==> config.mk <==
export PLATFORM = sky130hd
export DESIGN_NAME = mu0_cpu_delay1_flat
export DESIGN_NICKNAME = d
export VERILOG_FILES = /design/src/rtl/mu0_cpu_delay1_if.sv /design/src/rtl/mu0_cpu_delay1.sv /design/src/flat_wrapper.sv
export SDC_FILE = /design/constraint.sdc
export NUM_CORES = 1
export LEC_CHECK = 0
export CAP_MARGIN = 5
export CELL_PAD_IN_SITES_DETAIL_PLACEMENT = 1
export CELL_PAD_IN_SITES_GLOBAL_PLACEMENT = 1
export CORE_MARGIN = 4
export CORE_UTILIZATION = 40
export CTS_BUF_LIST = sky130_fd_sc_hd__clkbuf_8 sky130_fd_sc_hd__clkbuf_16
export DETAILED_ROUTE_END_ITERATION = 10
export PLACE_DENSITY = 0.89
export SYNTH_ARGS = -nofsm -noshare
export SYNTH_HDL_FRONTEND = slang
export SYNTH_SLANG_ARGS = --single-unit
==> constraint.sdc <==
create_clock -name clk -period 3.8 [get_ports clk]
set_input_delay 0.38 -clock clk [delete_from_list [all_inputs] [get_ports clk]]
set_output_delay 0.38 -clock clk [all_outputs]
set_load 0.005 [all_outputs]
==> src/rtl/mu0_cpu_delay1_if.sv <==
// Word-addressed RAM bus between the MU0 CPU (master) and its single-port RAM (slave).
interface mu0_cpu_delay1_if;
    logic [11:0] address;
    logic        read;
    logic        write;
    logic [15:0] writedata;
    logic [15:0] readdata;

    modport master (output address, read, write, writedata, input readdata);
    modport slave  (input address, read, write, writedata, output readdata);
endinterface

==> src/rtl/mu0_cpu_delay1.sv <==
// Multicycle MU0 accumulator CPU driving a one-cycle-latency 16x4096 RAM.
// Optional LDI instruction (opcode 8) enabled by defining MU0_LDI_EN.
module mu0_cpu_delay1 #(
    parameter logic [11:0] RESET_PC = 12'h000
) (
    input  logic              clk,
    input  logic              rst,
    output logic              running,
    mu0_cpu_delay1_if.master  bus
);

    typedef enum logic [1:0] {FETCH, EXEC, MEM, HALTED} state_t;

    state_t      state_reg;
    logic [11:0] pc_reg;
    logic [15:0] acc_reg;
    logic [3:0]  op_reg;
    logic        running_reg;

    // The instruction is decoded straight off readdata in EXEC; there is no IR.
    logic [3:0]  opcode;
    logic [11:0] s_field;
    assign opcode  = bus.readdata[15:12];
    assign s_field = bus.readdata[11:0];

    assign running       = running_reg;
    assign bus.writedata = acc_reg;

    // Strobes are gated by rst so a pending STA write is dropped the moment reset rises.
    always_comb begin
        bus.address = pc_reg;
        bus.read    = 1'b0;
        bus.write   = 1'b0;
        if (!rst) begin
            case (state_reg)
                FETCH: bus.read = 1'b1;
                EXEC: begin
                    case (opcode)
                        4'h0, 4'h2, 4'h3: begin
                            bus.address = s_field;
                            bus.read    = 1'b1;
                        end
                        4'h1: begin
                            bus.address = s_field;
                            bus.write   = 1'b1;
                        end
                        default: ;
                    endcase
                end
                default: ;
            endcase
        end
    end

    always_ff @(posedge clk or posedge rst) begin
        if (rst) begin
            state_reg   <= FETCH;
            pc_reg      <= RESET_PC;
            acc_reg     <= 16'h0000;
            op_reg      <= 4'h0;
            running_reg <= 1'b1;
        end else begin
            case (state_reg)
                FETCH: begin
                    pc_reg    <= pc_reg + 12'd1;
                    state_reg <= EXEC;
                end
                EXEC: begin
                    op_reg    <= opcode;
                    state_reg <= FETCH;
                    case (opcode)
                        4'h0, 4'h2, 4'h3: state_reg <= MEM;
                        4'h4: pc_reg <= s_field;
                        4'h5: if (!acc_reg[15]) pc_reg <= s_field;
                        4'h6: if (acc_reg != 16'h0000) pc_reg <= s_field;
                        4'h7: begin
                            state_reg   <= HALTED;
                            running_reg <= 1'b0;
                        end
`ifdef MU0_LDI_EN
                        4'h8: acc_reg <= {4'b0000, s_field};
`endif
                        default: ;
                    endcase
                end
                MEM: begin
                    // op_reg remembers which operand instruction this read belongs to.
                    case (op_reg)
                        4'h0:    acc_reg <= bus.readdata;
                        4'h2:    acc_reg <= acc_reg + bus.readdata;
                        4'h3:    acc_reg <= acc_reg - bus.readdata;
                        default: ;
                    endcase
                    state_reg <= FETCH;
                end
                HALTED: state_reg <= HALTED;
                default: state_reg <= FETCH;
            endcase
        end
    end

endmodule

==> src/flat_wrapper.sv <==
// flat-port wrapper written by rule: the top's interface ports become plain ports
module mu0_cpu_delay1_flat 
#(
    parameter logic [11:0] RESET_PC = 12'h000
)
  (clk, rst, running, bus_address, bus_read, bus_write, bus_writedata, bus_readdata);
  mu0_cpu_delay1_if bus_i ();
  input  logic clk;
  input  logic rst;
  output logic running;
  output wire logic [$bits(bus_i.address)-1:0] bus_address;
  output wire logic [$bits(bus_i.read)-1:0] bus_read;
  output wire logic [$bits(bus_i.write)-1:0] bus_write;
  output wire logic [$bits(bus_i.writedata)-1:0] bus_writedata;
  input wire logic [$bits(bus_i.readdata)-1:0] bus_readdata;
  assign bus_address = bus_i.address;
  assign bus_read = bus_i.read;
  assign bus_write = bus_i.write;
  assign bus_writedata = bus_i.writedata;
  assign bus_i.readdata = bus_readdata;
  mu0_cpu_delay1 #(.RESET_PC(RESET_PC)) u_core (.clk(clk), .rst(rst), .running(running), .bus(bus_i));
endmodule
Word level (Yosys, flattened, before mapping)
Index checks and enable logic that the tools add are counted.
Widths: inputs -> output; s select.
- flip-flop bits (word level): 35
- bits of input ports: 18
- output and inout port bits: 31
- logic and storage cells: 50
- add/sub/neg operators: 3
- equality and inequality tests: 15
- multiplexer cells: 16
- reductions and logical operators: 11
- operators with widths (kind ; count):
    $mux 12 ; 5
    $pmux 16 s3 ; 1
    $pmux 12 s3 ; 1
    $pmux 12 s2 ; 1
    $add 16x16->16 ; 1
    $eq 4x2->1 const B ; 4
    $eq 4x3->1 const B ; 4
    $reduce_bool 16->1 ; 1
    $sub 16x16->16 ; 1
    $add 12x1->12 const B ; 1
    $logic_not 4->1 ; 2
    $pmux 2 s4 ; 1
    $mux 1 ; 5
    $eq 2x2->1 const B ; 2
    $eq 4x1->1 const B ; 1
    $ne 4x3->1 const B ; 1
    $pmux 2 s2 ; 1
    $reduce_and 2->1 ; 2
    $reduce_and 4->1 ; 1
    $reduce_or 4->1 ; 1
    $ne 3x2->1 const B ; 1
    $ne 3x3->1 const B ; 1
    $reduce_bool 3->1 ; 1
    $reduce_or 3->1 ; 1
    4 further kinds ; 4

Logic depth before layout (Yosys ltp)
Gate-level depths: netlist of the first run.
- depth in word-level cells: 5
- mapped depth: 15
- depth with buffers taken out: 15

Worst setup path before layout of the first run
No wires, ideal clock.
- kind: register to register
- start point: register u_core.op_reg[3]
- end point: register u_core.acc_reg[12] (netlist: u_core.bus.writedata[12])
- library setup time: 126 ps
- arrival time: 3259 ps
- required time: 3674 ps
- slack: 415 ps
- stages on the path, launching flop included: 12
- buffers on the path: 0
- clock period less this slack: 3385 ps
- path through: dfrtp_1 nor3b_1 nand2_1 mux2i_1 fa_1 a211oi_1 o21a_1 nor4b_1 a211oi_1 o21ai_0 xnor2_1 a221o_1
- cells in the longest elaborated chain, start to end: 3
- elaborated cells on any way between the ends: 6
- those cells by class: eq/ne (2); mux (1); reduce/logical (3)
- RTL lines (what ; RTL line ; text):
    from (decl) ; mu0_cpu_delay1.sv:17 ; logic [3:0] op_reg;
    from (signal assigned) ; mu0_cpu_delay1.sv:69 ; op_reg <= opcode;
    $eq 4x2->1 or $logic_not 4->1 (tied branches) ; mu0_cpu_delay1.sv:88 ; case (op_reg)
    $reduce_bool 3->1 (no source line) ; -- ;
    $reduce_and 2->1 (no source line) ; -- ;
    to (signal assigned) ; mu0_cpu_delay1.sv:89 ; 4'h0: acc_reg <= bus.readdata;
    to (signal assigned) ; mu0_cpu_delay1.sv:90 ; 4'h2: acc_reg <= acc_reg + bus.readdata;
    to (signal assigned) ; mu0_cpu_delay1.sv:91 ; 4'h3: acc_reg <= acc_reg - bus.readdata;
    to (decl) ; mu0_cpu_delay1.sv:16 ; logic [15:0] acc_reg;
Several ways; a longest one is shown, not always the timed one.
A chain may end at the register's enable or synchronous reset.

Worst setup path after layout of the first run
- start point: input bus_readdata[5]
- end point: register u_core.acc_reg[15] (netlist: u_core.bus.writedata[15])
- cells in the longest elaborated chain, start to end: 2
- elaborated cells on any way between the ends: 3
- those cells by class: add/sub (2); mux (1)
- RTL lines (what ; RTL line ; text):
    from (decl) ; flat_wrapper.sv:15 ; input wire logic [$bits(bus_i.readdata)-1:0] bus_readdata;
    $sub 16x16->16 or $add 16x16->16 (tied branches) ; mu0_cpu_delay1.sv:91, mu0_cpu_delay1.sv:90 ;
    $pmux 16 s3 (*) ; mu0_cpu_delay1.sv:88 ;
Mark *: on every way between the ends. The rest lies on a longest branch, timed or not.

==> impl_metrics.yaml, run 1 <==
place:
  gp_congestion: 0.950
  hpwl_mm: 8.05
  portBuffers: 48
cells_and_area:
  regArea_sq_um: 877
  largest_reg_flops: 16
  drive_gt1_share_pct: 14.6
  syn_to_final_growth_pct: 28.8
  fin_nets: 495
  multi_input_area_sq_um: 2140
  antenna-diode-count: 0
  fin_util_pct: 54.3
  nFillCells: 894
power_and_ir_drop:
  seq_power_share_pct: 23.5
  ir_drop_mv: 0.378
  clkPwrFrac_pct: 10.4
  power_switching_mw: 1.60
  power.leakage_nw: 1.76
  p_comb_share_pct: 66.0
  power_mw: 3.47
  switching_share_pct: 46.0
  pwr_density_cell_nw_per_um2: 863
  internal_power_mw: 1.88
cts:
  path_clk_slew_ns: 0.08
  insertion_delay_ns: 0.29
  post_cts_buffers: 0
  cts_buffers: 5
  cts_root_buf: "clkbuf_8"
  htreeDepth: 2
  cts_tree: "yes"
  cts_max_path_buffers: 2
  clock-sinks: 35
synth:
  yosysWarnings: 0
  syn-cell-area_sq_um: 3120
  synth_nets: 428
  synthCells: 392
  yosysSeqAreaShare_pct: 28.1
  synth.area.top_cells: "dfrtp_1 (27%), ha_1 (6.8%), nand2_1 (6.5%), a21oi_1 (5.8%), o21ai_0 (4.3%)"
  ys_seq_elements: 35
  async_flop_share_pct: 100
  yosys-top-cells-count: "nand2_1 (54), a21oi_1 (36), dfrtp_1 (34), nor2_1 (34), o21ai_0 (27)"
  dominantRegCellSynth: "dfrtp_1"
  synth_area_leader_cell: "dfrtp_1"
  synth_area_per_cell_sq_um: 7.97
  synth.top_cell.area_share_pct: 27.2
  synth.distinct_cells: 59
  synth-edff-count: 0
  yosysMostFrequentCell: "nand2_1"
grt:
  grt_first_pass_wirelength_mm: 17.4
  grt-ovfl-total: 0
  grt_use_total_pct: 24.2
  grt_pass1_vias: 3425
  antenna_found_initial: 0
  grt_max_degree: 36
timing:
  slew_headroom_pct: 41.6
  hold_viol: 0
  rsz0062_at_grt: "yes"
  fin_crit_sh_pct: 95.8
  slew_viol_final: 0
  fin_hold_ws_ns: 0.462
  worstMarginPinSlew_ns: 0.875
  finalSetupViolCount: 0
  final.setup_skew_ns: 0.00675
  fmax_mhz: 275
  fin_crit_ns: 3.64
routing:
  drcViolationCount: 0
  drtPass1Iterations: 4
  routed_via_density: 5.77
  postRouteAntennaNets: 0
  routed_wirelength_mm: 10.6
  vias: 3223
  wl_per_cell_um: 18.9
  drtIter0Drc: 145
critical_path:
  critPathKind: "in2reg"
  arrival_ns: 3.83
  required_ns: 3.99
  crit_fanout: 3
  cp-start-kind: "input port"
  end_kind: "flip-flop"
floorplanning:
  rows: 31
  io_pins: 49
  start_util_pct: 42.2
  dieArea_sq_um: 9290
  die_y_um: 96.4
  die_w_um: 96.4
  fp.coreArea_sq_um: 7410
run:
  drv_cap: 0
hold_path:
  hp-class: "reg2reg"
run_status:
  status: "finished clean"
## power by group through the flow
stage / logic (mW) / clock network (mW) / registers [mW]
2_1_floorplan: 1.46 / 0 / 0.721
3_3_place_gp: 2.14 / 0 / 0.801
3_5_place_dp: 2.26 / 0 / 0.814
4_1_cts: 2.28 / 0.370 / 0.812
5_1_grt: 2.54 / 0.387 / 0.851
6_report: 2.29 / 0.363 / 0.817
## critical path: stages
cell             delay (ns)
clkdlybuf4s50_1        0.43
or3_4                  0.41
or3_4                  0.39
o31ai_2                0.21
xor2_1                 0.19
ha_1                   0.28
and3_1                 0.22
a221oi_2               0.29
and3_1                 0.22
a21oi_1                0.10
xor2_1                 0.19
mux2_1                 0.34
a21o_1                 0.18
## layout by cell type, fill, tap and decap left out, types with 2 or more instances in the layout
master           count
nand2_1             53
clkbuf_8             6
buf_4               32
mux2i_1              6
inv_1               11
o21ai_0             26
dfrtp_1             34
o21bai_1             3
clkdlybuf4s50_1     48
nor4b_1              2
nand4_1              4
xor2_1              10
and3_1               8
o21a_1              10
o21ai_1              2
a22o_1               2
mux2_2              12
o211ai_1             5
nor4_1               3
o22ai_1              2
a31oi_1              4
nand2b_1             5
a21oi_1             36
a211oi_1             4
o31ai_1              3
nor2_1              33
xnor2_1             12
nand3_1             10
a21o_1               7
nor3_1               9
or3_4                3
and2_1               2
ha_1                17
nor2b_1              5
## cell type report
type / count / share of cell area, %
multi-input cells: 326 / 53.3
flip-flops and latches: 35 / 21.8
repair buffers: 80 / 17.9
well taps: 99 / 3.08
clock buffers: 6 / 2.05
inverters: 11 / 1.03
clock inverters: 2 / 0.871
## kinds of logic (layout without fill, tap and decap cells)
family / after synthesis / count (layout) / share of synthesized area, %
muxes: 19 / 19 / 6.61
buffers and inverters: 31 / 99 / 4.01
AOI/OAI and AO/OA: 120 / 120 / 25.0
xor gates and xnor gates: 22 / 22 / 6.17
DFF: 35 / 35 / 28.1
and+or+nand+nor: 147 / 147 / 22.7
adders and majority gates: 18 / 18 / 7.45
## routing by layer
metal | GRT usage, % | wire length (um)
met5 | 0 | 0
met4 | 6.78 | 193
met3 | 3.99 | 461
met2 | 44.2 | 5430
met1 | 29.2 | 4470
## metrics by stage
step | cell area [sq um] | cells | setup WS, ns | TNS, ns
after floorplan | 3120 | 392 | 0.415 | 0
after global placement | 3890 | 551 | -0.151 | -0.151
after detailed placement | 3890 | 551 | -0.242 | -0.242
after CTS | 4010 | 559 | 0.0554 | 0
after global routing | 4020 | 559 | -0.0267 | -0.0267
final | 4020 | 559 | 0.159 | 0
## timing repair
item                                    in CTS  in global routing
endpoints found under the setup margin       0                  3
hold buffers                                 0                  0
endpoints found under the hold margin        0                  0
resized for setup                            0                  6
## final timing paths
kind	cells after the start	start	to	slack [ns]
max	13	bus_readdata[5]	u_core.bus.writedata[15]$_DFFE_PP0P_	0.16
min	1	u_core.running$_DFFE_PP1P_	u_core.running$_DFFE_PP1P_	0.46
max reg2reg	12	u_core.op_reg[3]$_DFFE_PP0P_	u_core.bus.writedata[12]$_DFFE_PP0P_	0.23
min reg2reg	1	u_core.running$_DFFE_PP1P_	u_core.running$_DFFE_PP1P_	0.46
max in group asynchronous	3	rst	u_core.bus.writedata[6]$_DFFE_PP0P_	2.91
min in group asynchronous	3	rst	u_core.op_reg[2]$_DFFE_PP0P_	0.55
Power figures use the tool's default switching activity.
==> inputs of run 2 (changes only) <==
--- a/config.mk
+++ b/config.mk
@@ -13,6 +13,7 @@
 export CTS_BUF_LIST = sky130_fd_sc_hd__clkbuf_8 sky130_fd_sc_hd__clkbuf_16
 export DETAILED_ROUTE_END_ITERATION = 10
 export PLACE_DENSITY = 0.89
+export SETUP_SLACK_MARGIN = 0.3
 export SYNTH_ARGS = -nofsm -noshare
 export SYNTH_HDL_FRONTEND = slang
 export SYNTH_SLANG_ARGS = --single-unit
==> impl_metrics.yaml, run 2 (synthesis gave the netlist of run 1 again) <==
cells_and_area:
  fin_cells: 563
  antenna-diode-count: 0
  final_cell_mix: "nand2_1 (53), clkdlybuf4s50_1 (42), buf_4 (36)"
  syn_to_final_growth_pct: 32.3
  drive_gt1_share_pct: 16.6
  fin_nets: 499
  fin_util_pct: 55.8
  stdcell_area_sq_um: 4130
  largest_reg_flops: 16
  final_common_cell: "nand2_1"
critical_path:
  cp-start-kind: "input port"
  end_kind: "flip-flop"
  crit_fanout: 4
  required_ns: 3.99
  critPathKind: "in2reg"
  arrival_ns: 3.60
routing:
  wl_per_cell_um: 19.6
  routed_via_density: 5.91
  routed_wirelength_mm: 11.0
  postRouteAntennaNets: 0
  drcViolationCount: 0
  drtPass1Iterations: 4
  drtIter0Drc: 168
  vias: 3330
floorplanning:
  io_pins: 49
  start_util_pct: 42.2
  die_y_um: 96.4
  die_w_um: 96.4
  dieArea_sq_um: 9290
  rows: 31
  fp.coreArea_sq_um: 7410
timing:
  fin_crit_sh_pct: 89.8
  finalSetupViolCount: 0
  fin_crit_ns: 3.41
  hold_viol: 0
  fin_hold_ws_ns: 0.461
  slew_headroom_pct: 40.1
  slew_viol_final: 0
  fmax_mhz: 293
  final.setup_skew_ns: 0.00450
  worstMarginPinSlew_ns: 0.899
  rsz0062_at_grt: "yes"
place:
  gp_congestion: 0.950
  hpwl_mm: 8.05
  portBuffers: 48
  dp_cells: 551
  postPlaceCellArea_sq_um: 3890
cts:
  cts_root_buf: "clkbuf_8"
  holdBufCountCts: 0
  cts_buffers: 5
  path_clk_slew_ns: 0.08
  htreeDepth: 2
  cts_tree: "yes"
  cts_max_path_buffers: 2
  clock-sinks: 35
  insertion_delay_ns: 0.29
grt:
  grt_pass1_vias: 3430
  grt_first_pass_wirelength_mm: 17.8
  grt-ovfl-total: 0
  grt_use_total_pct: 24.9
  grt_max_degree: 36
  antenna_found_initial: 0
run:
  drv_cap: 0
run_status:
  status: "finished clean"
hold_path:
  hp-class: "reg2reg"
power_and_ir_drop:
  ir_drop_mv: 0.419
  power.leakage_nw: 1.84
  pwr_density_cell_nw_per_um2: 877
## run 2: changes by cell type in the layout (fill, tap and decap cells not counted), sizes merged
cell	previous run	this run
buf	32	36
clkdlybuf4s50	48	42
dlygate4sd2	0	2
dlymetal6s2s	0	4
## run 2: path summary, 6_finish.rpt
path | startpoint | end | slack [ns] | depth (start not counted)
max in group asynchronous | rst | u_core.running$_DFFE_PP1P_ | 2.89 | 3
worst max-delay path | bus_readdata[1] | u_core.bus.writedata[15]$_DFFE_PP0P_ | 0.39 | 13
min in group asynchronous | rst | u_core.state_reg[0]$_DFF_PP0_ | 0.56 | 3
worst min-delay path | u_core.running$_DFFE_PP1P_ | u_core.running$_DFFE_PP1P_ | 0.46 | 1
worst max register to register | u_core.op_reg[2]$_DFFE_PP0P_ | u_core.bus.writedata[12]$_DFFE_PP0P_ | 0.45 | 12
worst min register to register | u_core.running$_DFFE_PP1P_ | u_core.running$_DFFE_PP1P_ | 0.46 | 1
## run 2: routing by layer
metal / up-vias / wire length, um / global-route usage, %
met3: 24 / 435 / 4.30
li1: 1559 / - / -
met5: - / 0 / 0
met4: 0 / 264 / 7.83
met1: 1664 / 4610 / 30.3
met2: 83 / 5700 / 44.2
## run 2: final cells by class
type	instances	area [sq um]
clock buffers	6	82.6
well taps	99	124
multi-input cells	326	2210
fillers	877	3280
repair buffers	84	758
inverters	11	41.3
flip-flops and latches	35	877
clock inverters	2	35.0
## run 2: stage by stage
step                TNS (ns)  worst slack [ns]  total power [mW]
finish                     0             0.389              3.62
global route               0             0.228              3.92
CTS                        0             0.261              3.51
detailed placement    -0.242            -0.242              3.07
global placement      -0.151            -0.151              2.94
floorplan                  0             0.415              2.18
## run 2: worst max-delay path, stage by stage
cell and delay, ns:
dlygate4sd2_1 0.28, or3_4 0.39, or3_4 0.36, o31ai_4 0.26, xor2_1 0.20, ha_1 0.29
and3_4 0.19, a221oi_4 0.28, and3_4 0.23, a21oi_2 0.06, xor2_1 0.18, mux2_1 0.34
a21o_1 0.16
## run 2: report_power, final
part / internal [mW] / leakage, nW / switching (mW) / total [mW]
combinational: 1.18 / 1.37 / 1.26 / 2.43
sequential: 0.554 / 0.406 / 0.274 / 0.828
clock: 0.213 / 0.0612 / 0.150 / 0.363
total: 1.94 / 1.84 / 1.68 / 3.62
## run 2: repair_timing
item                                    4_1_cts  5_1_grt
endpoints found under the setup margin        2        5
pin swaps                                     9       12
resized for setup                            13       13
buffers inserted                              1        3
==> inputs of run 3 (changes only) <==
--- a/config.mk
+++ b/config.mk
@@ -12,7 +12,7 @@
 export CORE_UTILIZATION = 40
 export CTS_BUF_LIST = sky130_fd_sc_hd__clkbuf_8 sky130_fd_sc_hd__clkbuf_16
 export DETAILED_ROUTE_END_ITERATION = 10
-export PLACE_DENSITY = 0.89
+export PLACE_DENSITY = 0.82
 export SETUP_SLACK_MARGIN = 0.3
 export SYNTH_ARGS = -nofsm -noshare
 export SYNTH_HDL_FRONTEND = slang
==> impl_metrics.yaml, run 3 (synthesis gave the netlist of run 1 again) <==
run_status:
  status: "finished clean"
routing:
  drtIter0Drc: 157
  wl_met2_mm: 5.83
  vias: 3292
  routed_wirelength_mm: 11.2
  wl_met3_um: 361
  wl_per_cell_um: 19.8
  routed_via_density: 5.85
  wl_met1_mm: 4.74
  drtPass1Iterations: 4
  postRouteAntennaNets: 0
  drcViolationCount: 0
  route.top_layer_used: "met4"
timing:
  finalSetupViolCount: 0
  fin_hold_ws_ns: 0.370
  fin_crit_ns: 3.42
  slew_viol_final: 0
  slew_headroom_pct: 35.2
  worstMarginPinSlew_ns: 0.971
  setup_tns_ns: 0
  fin_crit_sh_pct: 89.9
  fmax_mhz: 293
  rsz0062_at_grt: "yes"
  hold_viol: 0
  final.setup_skew_ns: 0.00497
floorplanning:
  io_pins: 49
  dieArea_sq_um: 9290
  die_w_um: 96.4
  rows: 31
  die_y_um: 96.4
  fp.coreArea_sq_um: 7410
  start_util_pct: 42.2
grt:
  antenna_found_initial: 0
  grt-ovfl-total: 0
  grt_first_pass_wirelength_mm: 17.6
  grt_max_degree: 36
  grt_use_total_pct: 24.7
  grt_pass1_vias: 3479
cts:
  htreeDepth: 2
  cts_root_buf: "clkbuf_8"
  holdBufCountCts: 0
  clock-sinks: 35
  path_clk_slew_ns: 0.08
  insertion_delay_ns: 0.29
  cts_buffers: 5
  cts_tree: "yes"
  cts_max_path_buffers: 2
cells_and_area:
  final_common_cell: "nand2_1"
  antenna-diode-count: 0
  largest_reg_flops: 16
  fin_cells: 563
  fin_util_pct: 55.8
  regArea_sq_um: 877
  fin_nets: 499
  drive_gt1_share_pct: 17.2
  multi_input_area_sq_um: 2220
  final_cell_mix: "nand2_1 (53), clkdlybuf4s50_1 (42), buf_4 (36)"
  nFillCells: 898
  syn_to_final_growth_pct: 32.3
place:
  hpwl_mm: 8.13
  portBuffers: 48
  dp_cells: 552
  gp_congestion: 0.966
hold_path:
  hp-class: "in2reg"
  min_to: "u_core.pc_reg[1]$_DFFE_PP0P_"
  holdCritStartpoint: "bus_readdata[1]"
  hold_depth: 3
critical_path:
  crit_fanout: 3
  required_ns: 3.99
  r2r-end: "u_core.bus.writedata[12]$_DFFE_PP0P_"
  reg2reg_depth: 11
  critPathKind: "in2reg"
  arrival_ns: 3.61
  r2r-start: "u_core.op_reg[3]$_DFFE_PP0P_"
  r2r_setup_slack_ns: 0.54
  end_kind: "flip-flop"
  crit_path_start: "bus_readdata[2]"
  cp-start-kind: "input port"
run:
  drv_cap: 0
power_and_ir_drop:
  ir_drop_mv: 0.470
  pwr_density_cell_nw_per_um2: 882
  power.leakage_nw: 1.82
  power_mw: 3.64
run 3: through the flow:
| step | setup slack (ns) | cell area (sq um) |
|---|---|---|
| 2_1_floorplan | 0.415 | 3120 |
| 3_3_place_gp | -0.134 | 3900 |
| 6_report | 0.384 | 4130 |
| 4_1_cts | 0.288 | 4060 |
| 3_5_place_dp | -0.250 | 3900 |
| 5_1_grt | 0.245 | 4130 |
run 3: area by class of cell:
cell class,count,share of cell area (%)
clock buffers,6,2.00
clock inverters,2,0.848
inverters,11,0.999
multi-input cells,326,53.8
flip-flops and latches,35,21.2
well taps,99,3.00
repair buffers,84,18.2
run 3: worst max-delay path, cell delays in order:
cell,delay [ns]
dlygate4sd2_1,0.25
or3_4,0.37
or3_4,0.37
o31ai_4,0.26
xor2_1,0.19
ha_1,0.28
a21o_1,0.23
a221oi_4,0.27
and3_4,0.26
a21oi_4,0.06
xor2_1,0.17
mux2_1,0.33
a21o_1,0.18
run 3: how the worst max path moves through the flow:
stage | to | slack [ns] | depth (start not counted)
final | u_core.bus.writedata[15]$_DFFE_PP0P_ | 0.38 | 13
after global routing | u_core.bus.writedata[14]$_DFFE_PP0P_ | 0.25 | 13
after CTS | u_core.bus.writedata[15]$_DFFE_PP0P_ | 0.29 | 13
after detailed placement | u_core.bus.writedata[15]$_DFFE_PP0P_ | -0.25 | 13
after global placement | u_core.bus.writedata[15]$_DFFE_PP0P_ | -0.13 | 13
after floorplan | u_core.bus.writedata[12]$_DFFE_PP0P_ | 0.41 | 11
run 3: report_power, final:
group | switching [mW] | internal, mW | leakage, nW
logic | 1.27 | 1.19 | 1.36
clock network | 0.154 | 0.213 | 0.0612
registers | 0.254 | 0.554 | 0.406
run 3: what timing repair did:
| item | CTS | global route |
|---|---|---|
| buffers inserted | 0 | 3 |
| cloned | 0 | 0 |
| setup endpoints to repair | 3 | 5 |
| gates resized for setup | 15 | 16 |
| pin swaps | 8 | 9 |
run 3: layer usage:
layer,vias up,track usage [%]
li1,1553,-
met1,1648,29.8
met2,69,44.0
met3,22,3.99
met4,0,8.76
met5,-,0
